### src/rtl/alarm_setter.sv
// ---------------------------------------------------------------------------
// alarm_setter
//   Three-button alarm time editor. MODE walks IDLE -> EDIT_H -> EDIT_M ->
//   COMMIT -> IDLE. In EDIT_H/EDIT_M, INC/DEC step a working copy with wrap.
//   COMMIT copies the working copy to the committed alarm time and pulses
//   set_alarm for one cycle. An edit left untouched for TIMEOUT_CYCLES is
//   abandoned without committing.
//
//   Optional feature macro: ALARM_SETTER_AUTOREPEAT_EN
//     When defined, holding INC or DEC alone auto-steps REPEAT_DELAY cycles
//     after the press and then every REPEAT_PERIOD cycles while held.
//
// Ports
//   clk          in   single clock, rising edge
//   rst          in   asynchronous active-low reset
//   btn_mode     in   debounced, synchronous; advances the edit field
//   btn_inc      in   debounced, synchronous; increments the field
//   btn_dec      in   debounced, synchronous; decrements the field
//   set_hours    out  committed alarm hours 0..23
//   set_minutes  out  committed alarm minutes 0..59
//   set_alarm    out  one-cycle commit strobe
//   edit_field   out  00 idle, 01 hours, 10 minutes
//   edit_hours   out  working copy of hours
//   edit_minutes out  working copy of minutes
// ---------------------------------------------------------------------------
module alarm_setter #(
    parameter int TIMEOUT_CYCLES = 50_000_000,
    parameter int REPEAT_DELAY   = 25_000_000,
    parameter int REPEAT_PERIOD  = 5_000_000
) (
    input  logic                clk,
    input  logic                rst,
    input  logic                btn_mode,
    input  logic                btn_inc,
    input  logic                btn_dec,
    output logic [$clog2(24):0] set_hours,
    output logic [$clog2(60):0] set_minutes,
    output logic                set_alarm,
    output logic [1:0]          edit_field,
    output logic [$clog2(24):0] edit_hours,
    output logic [$clog2(60):0] edit_minutes
);

    localparam int HW = $clog2(24) + 1;
    localparam int MW = $clog2(60) + 1;
    localparam int TW = $clog2(TIMEOUT_CYCLES + 1);
    localparam logic [TW-1:0] TO_LAST = TW'(TIMEOUT_CYCLES - 1);

    typedef enum logic [1:0] {
        ST_IDLE   = 2'b00,
        ST_EDIT_H = 2'b01,
        ST_EDIT_M = 2'b10,
        ST_COMMIT = 2'b11
    } state_t;

    // Elaboration-time sanity check of the timing parameters.
    if (TIMEOUT_CYCLES < 1 || REPEAT_PERIOD < 1 || REPEAT_DELAY < REPEAT_PERIOD) begin : g_bad_cfg
        $error("alarm_setter: invalid timing parameters");
    end

    // Hours step with wrap 23 <-> 0.
    function automatic logic [HW-1:0] f_hours_step(input logic [HW-1:0] v, input logic up);
        logic [HW-1:0] r;
        if (up) begin
            r = (v == 6'd23) ? 6'd0 : v + 6'd1;
        end else begin
            r = (v == 6'd0) ? 6'd23 : v - 6'd1;
        end
        return r;
    endfunction

    // Minutes step with wrap 59 <-> 0.
    function automatic logic [MW-1:0] f_minutes_step(input logic [MW-1:0] v, input logic up);
        logic [MW-1:0] r;
        if (up) begin
            r = (v == 7'd59) ? 7'd0 : v + 7'd1;
        end else begin
            r = (v == 7'd0) ? 7'd59 : v - 7'd1;
        end
        return r;
    endfunction

    state_t          r_state;
    logic            r_mode_q;
    logic            r_inc_q;
    logic            r_dec_q;
    logic [TW-1:0]   r_to_cnt;
    logic [HW-1:0]   r_set_hours;
    logic [MW-1:0]   r_set_minutes;
    logic            r_set_alarm;
    logic [1:0]      r_edit_field;
    logic [HW-1:0]   r_edit_hours;
    logic [MW-1:0]   r_edit_minutes;

    logic            w_mode_p;
    logic            w_inc_p;
    logic            w_dec_p;
    logic            w_edit_st;
    logic            w_rep_step;
    logic            w_up;
    logic            w_dn;
    logic            w_act;

    // Rising-edge press detection; a held level never counts as a new press.
    assign w_mode_p  = btn_mode & ~r_mode_q;
    assign w_inc_p   = btn_inc  & ~r_inc_q;
    assign w_dec_p   = btn_dec  & ~r_dec_q;
    assign w_edit_st = (r_state == ST_EDIT_H) || (r_state == ST_EDIT_M);

`ifdef ALARM_SETTER_AUTOREPEAT_EN
    localparam int RW = $clog2(REPEAT_DELAY + 1);
    localparam logic [RW-1:0] REP_LAST   = RW'(REPEAT_DELAY - 1);
    // After the first repeat the counter restarts part-way so later steps
    // come every REPEAT_PERIOD cycles.
    localparam logic [RW-1:0] REP_RELOAD = RW'(REPEAT_DELAY - REPEAT_PERIOD);

    logic [RW-1:0] r_rep_cnt;
    logic          w_rep_run;

    // Repeat runs only while exactly one of inc/dec is held with no new press.
    assign w_rep_run  = w_edit_st & (btn_inc ^ btn_dec) & ~w_mode_p & ~w_inc_p & ~w_dec_p;
    assign w_rep_step = w_rep_run & (r_rep_cnt == REP_LAST);

    // Hold-time counter for auto-repeat.
    always_ff @(posedge clk or negedge rst) begin
        if (!rst) begin
            r_rep_cnt <= '0;
        end else if (!w_rep_run) begin
            r_rep_cnt <= '0;
        end else if (r_rep_cnt == REP_LAST) begin
            r_rep_cnt <= REP_RELOAD;
        end else begin
            r_rep_cnt <= r_rep_cnt + RW'(1);
        end
    end
`else
    assign w_rep_step = 1'b0;
`endif

    // Simultaneous inc+dec presses cancel; a repeat step follows the held button.
    assign w_up  = (w_inc_p & ~w_dec_p) | (w_rep_step & btn_inc);
    assign w_dn  = (w_dec_p & ~w_inc_p) | (w_rep_step & btn_dec);
    assign w_act = w_inc_p | w_dec_p | w_rep_step;

    // Edit FSM: state, working copy, committed time, timeout and strobe.
    always_ff @(posedge clk or negedge rst) begin
        if (!rst) begin
            r_state        <= ST_IDLE;
            r_mode_q       <= 1'b0;
            r_inc_q        <= 1'b0;
            r_dec_q        <= 1'b0;
            r_to_cnt       <= '0;
            r_set_hours    <= 6'd0;
            r_set_minutes  <= 7'd0;
            r_set_alarm    <= 1'b0;
            r_edit_field   <= 2'b00;
            r_edit_hours   <= 6'd0;
            r_edit_minutes <= 7'd0;
        end else begin
            r_mode_q    <= btn_mode;
            r_inc_q     <= btn_inc;
            r_dec_q     <= btn_dec;
            r_set_alarm <= 1'b0;
            case (r_state)
                ST_IDLE: begin
                    r_to_cnt <= '0;
                    if (w_mode_p) begin
                        r_edit_hours   <= r_set_hours;
                        r_edit_minutes <= r_set_minutes;
                        r_state        <= ST_EDIT_H;
                        r_edit_field   <= 2'b01;
                    end else begin
                        r_edit_field   <= 2'b00;
                    end
                end
                ST_EDIT_H, ST_EDIT_M: begin
                    if (w_mode_p) begin
                        // Mode wins over inc/dec in the same cycle.
                        r_to_cnt <= '0;
                        if (r_state == ST_EDIT_H) begin
                            r_state      <= ST_EDIT_M;
                            r_edit_field <= 2'b10;
                        end else begin
                            r_state       <= ST_COMMIT;
                            r_edit_field  <= 2'b00;
                            r_set_hours   <= r_edit_hours;
                            r_set_minutes <= r_edit_minutes;
                            r_set_alarm   <= 1'b1;
                        end
                    end else if (w_act) begin
                        r_to_cnt <= '0;
                        if (w_up || w_dn) begin
                            if (r_state == ST_EDIT_H) begin
                                r_edit_hours <= f_hours_step(r_edit_hours, w_up);
                            end else begin
                                r_edit_minutes <= f_minutes_step(r_edit_minutes, w_up);
                            end
                        end else begin
                            r_edit_hours <= r_edit_hours;
                        end
                    end else if (r_to_cnt == TO_LAST) begin
                        // Abandon the edit; committed time is untouched.
                        r_to_cnt     <= '0;
                        r_state      <= ST_IDLE;
                        r_edit_field <= 2'b00;
                    end else begin
                        r_to_cnt <= r_to_cnt + TW'(1);
                    end
                end
                ST_COMMIT: begin
                    r_to_cnt     <= '0;
                    r_state      <= ST_IDLE;
                    r_edit_field <= 2'b00;
                end
                default: begin
                    r_to_cnt     <= '0;
                    r_state      <= ST_IDLE;
                    r_edit_field <= 2'b00;
                end
            endcase
        end
    end

    assign set_hours    = r_set_hours;
    assign set_minutes  = r_set_minutes;
    assign set_alarm    = r_set_alarm;
    assign edit_field   = r_edit_field;
    assign edit_hours   = r_edit_hours;
    assign edit_minutes = r_edit_minutes;

endmodule

### config.mk
export PLATFORM = sky130hd
export DESIGN_NAME = alarm_setter
export DESIGN_NICKNAME = d
export VERILOG_FILES = /design/src/rtl/alarm_setter.sv
export SDC_FILE = /design/constraint.sdc
export NUM_CORES = 1
export LEC_CHECK = 0
export CAP_MARGIN = 20
export CORE_MARGIN = 2
export CORE_UTILIZATION = 40
export CTS_CLUSTER_DIAMETER = 200
export CTS_CLUSTER_SIZE = 14
export DETAILED_ROUTE_END_ITERATION = 12
export HOLD_SLACK_MARGIN = 0.1
export PLACE_DENSITY = 0.63
export SETUP_SLACK_MARGIN = 0.1
export SLEW_MARGIN = 10
export SYNTH_ARGS = -nofsm -noshare
export SYNTH_HDL_FRONTEND = slang
export SYNTH_SLANG_ARGS = --single-unit
### constraint.sdc
create_clock -name clk -period 6.58 [get_ports clk]
set_clock_uncertainty 0.1 [all_clocks]
set_input_delay 0.987 -clock clk [delete_from_list [all_inputs] [get_ports clk]]
set_output_delay 0.987 -clock clk [all_outputs]
set_load 0.01 [all_outputs]
==> results.json <==
{
  "status": "completed",
  "worst_ep_arrival_time_ns": 3.34,
  "min_from": "r_to_cnt[0]",
  "grtUsageTotal_pct": 16.9,
  "hold-worst-slack_ns": 0.417,
  "wl_per_cell_um": 14.8,
  "vias_per_cell": 5.40,
  "crit_required_ns": 6.73,
  "clock.fmax_ghz": 0.314,
  "n_antenna_cell": 0,
  "cts_resized": 0,
  "placedCellCount": 491,
  "clockBufferDepth": 2,
  "first_pass_iters": 4,
  "dr.first_iter.drc_count": 105,
  "clock_latency_ns": 0.34,
  "rsz0062_at_grt": "no",
  "clock_sinks": 60,
  "finalSetupTns_ns": 0,
  "synth.ff_latch_count": 60,
  "fin_util_pct": 47.8,
  "via_count": 2739,
  "coreArea_um2": 8640,
  "die_y_um": 98.0,
  "crit_buf_inv": 2,
  "critPathMaxFanout": 28,
  "busiest_layer": "met2",
  "drive_gt1_share_pct": 12.0,
  "synth_cells": 368,
  "power_density_nw_per_um2": 424,
  "slowest_delay_ns": 0.77,
  "avgSynthCellArea_um2": 9.61,
  "peakVddDrop_mv": 0.130,
  "htree_levels": 3,
  "io_pins": 34,
  "clk_pin_slew_worst_paths_ns": 0.07,
  "cpMaxStageDelayCell": "ha_1",
  "nFillCells": 812,
  "gp_congestion": 0.835,
  "yosysSeqAreaShare_pct": 42.5,
  "grt_start_max_net_pins": 61,
  "wirelength_um": 7480,
  "tightest_slew_ns": 0.947,
  "reg2reg_to": "edit_hours[5]",
  "async_flop_share_pct": 100,
  "path_cells": "clkdlybuf4s50_1, nand2b_1, inv_1, ha_1, nor2_1, a21boi_0, o311ai_0, o211ai_1, o21ai_0",
  "pre_cts_slack_ns": 3.12,
  "antenna_found_initial": 0,
  "syn_area_um2": 3540,
  "drc_errors": 0,
  "grt_overflow_total": 0,
  "cts_tree": "yes",
  "die-width_um": 98.0,
  "grt_pass1_wl_um": 13200,
  "path_class": "in2reg",
  "setup_slack_ns": 3.39,
  "hp-class": "reg2reg",
  "hold_depth": 1,
  "p_leak_uw": 0.00171,
  "period_share_pct": 48.5,
  "max_slew_margin_pct": 36.8,
  "hold_end": "r_to_cnt[0]",
  "io_buffers": 33,
  "initial_core_util_pct": 40.9,
  "start_kind": "primary input",
  "crit_family": "compound AO/OA/AOI/OAI gates",
  "ant_nets": 0,
  "area_delta_synth_final_pct": 16.8,
  "cts-root-buf": "clkbuf_8",
  "nNetsFinal": 412,
  "cts_setup_buffers": 0,
  "final-hold-violation-count": 0,
  "r2r_slack_ns": 3.56,
  "syn_nets": 386,
  "setup_viol_count_final": 0,
  "maxSlewViolCount": 0,
  "reg2reg_from": "r_state[0]",
  "fin_cells": 507,
  "synth-edff-count": 0,
  "synth.distinct_cells": 62,
  "reg2reg_depth": 7,
  "yosysWarningCount": 0,
  "dieArea_um2": 9610,
  "gr-usage-met2_pct": 27.2,
  "ys.flop_type": "dfrtp_1",
  "gr-usage-met3_pct": 3.51,
  "row_count": 34,
  "grt_pass1_vias": 2731,
  "hpwl_um": 5040,
  "cp-end-kind": "flop",
  "cap_violations": 0,
  "cts-hold-fix-buffers": 0,
  "cts_buffers": 9,
  "min_period_ns": 3.19,
  "globalRouteMet1Util_pct": 22.5
}
[report_power, final]
group          leakage [uW]  internal (uW)  switching, uW
clock network      0.000122            243            148
logic              0.000817            372            370
registers          0.000769            465            151
total               0.00171           1080            670
[state kept, by name, summed over array words and instances, names as in the netlist]
register      cells
edit_minutes      7
set_minutes       7
r_inc_q           1
edit_hours        6
r_dec_q           1
edit_field        2
r_state           2
r_mode_q          1
set_hours         6
set_alarm         1
r_to_cnt         26
[metal layers]
metal | share of wire [%] | vias up | routed length, um
met5 | 0 | - | 0
met1 | 47 | 1325 | 3540
li1 | - | 1345 | -
met4 | 1.3 | 0 | 99
met2 | 48 | 60 | 3570
met3 | 3.7 | 9 | 276
[per-stage QoR]
stage	area (um^2)	power, uW
final	4130	1750
after global routing	4130	1890
after CTS	4130	1770
after detailed placement	3900	1370
after global placement	3900	1350
after floorplan	3540	1090
[worst max-delay path by stage]
stage	depth (start not counted)	endpoint	startpoint
after floorplan	9	edit_minutes[0]	btn_inc
after global placement	6	edit_minutes[2]	btn_inc
after detailed placement	9	edit_hours[2]	btn_inc
after CTS	6	set_hours[1]	r_state[1]
after global routing	7	edit_minutes[5]	btn_dec
final	9	edit_hours[2]	btn_inc
[kinds of logic after synthesis]
group / after synthesis / synth area share (%)
DFF: 60 / 42.5
buffers and inverters: 38 / 5.17
and+or+nand+nor: 146 / 22.5
AOI/OAI and AO/OA: 65 / 12.4
xor gates and xnor gates: 29 / 7.18
muxes: 17 / 5.66
adders and majority gates: 13 / 4.60
[synth_stat cells (3+ instances only)]
cell type	number	area share [%]
dfrtp_1	60	42
nor2_1	49	5.2
xor2_1	22	5.4
nand2_1	20	2.1
nand3_1	20	2.8
inv_1	18	1.9
o21ai_0	16	2.3
a21oi_1	14	2.0
mux2_2	14	4.5
ha_1	13	4.6
clkbuf_1	10	1.1
nand4_1	9	1.6
nor3_1	7	0.99
xnor2_1	7	1.7
nand2b_1	6	1.1
buf_2	5	0.71
nor2b_1	5	0.88
and2_1	4	0.71
nor4_1	4	0.71
o211ai_1	4	0.85
a22oi_1	3	0.64
a31oi_1	3	0.53
nor4_4	3	1.8
or2_2	3	0.53
[area by class of cell]
type | count | area [um^2] | share of cell area [%]
multi-input cells | 270 | 1850 | 44.8
flip-flops and latches | 60 | 1500 | 36.3
repair buffers | 35 | 340 | 8.24
clock buffers | 12 | 165 | 4.00
well taps | 108 | 135 | 3.27
clock inverters | 4 | 70.1 | 1.70
inverters | 18 | 67.6 | 1.64
[cells in the final DEF (no fill, tap or decap), drive strengths merged, types with 12 or more instances in the layout]
master	synthesis	layout
a21oi	14	14
clkbuf	10	12
clkdlybuf4s50	0	32
dfrtp	60	60
ha	13	13
inv	18	18
mux2	14	14
nand2	20	20
nand3	20	20
nor2	49	49
o21ai	16	16
xor2	22	22
(Power assumes the default switching activity.)
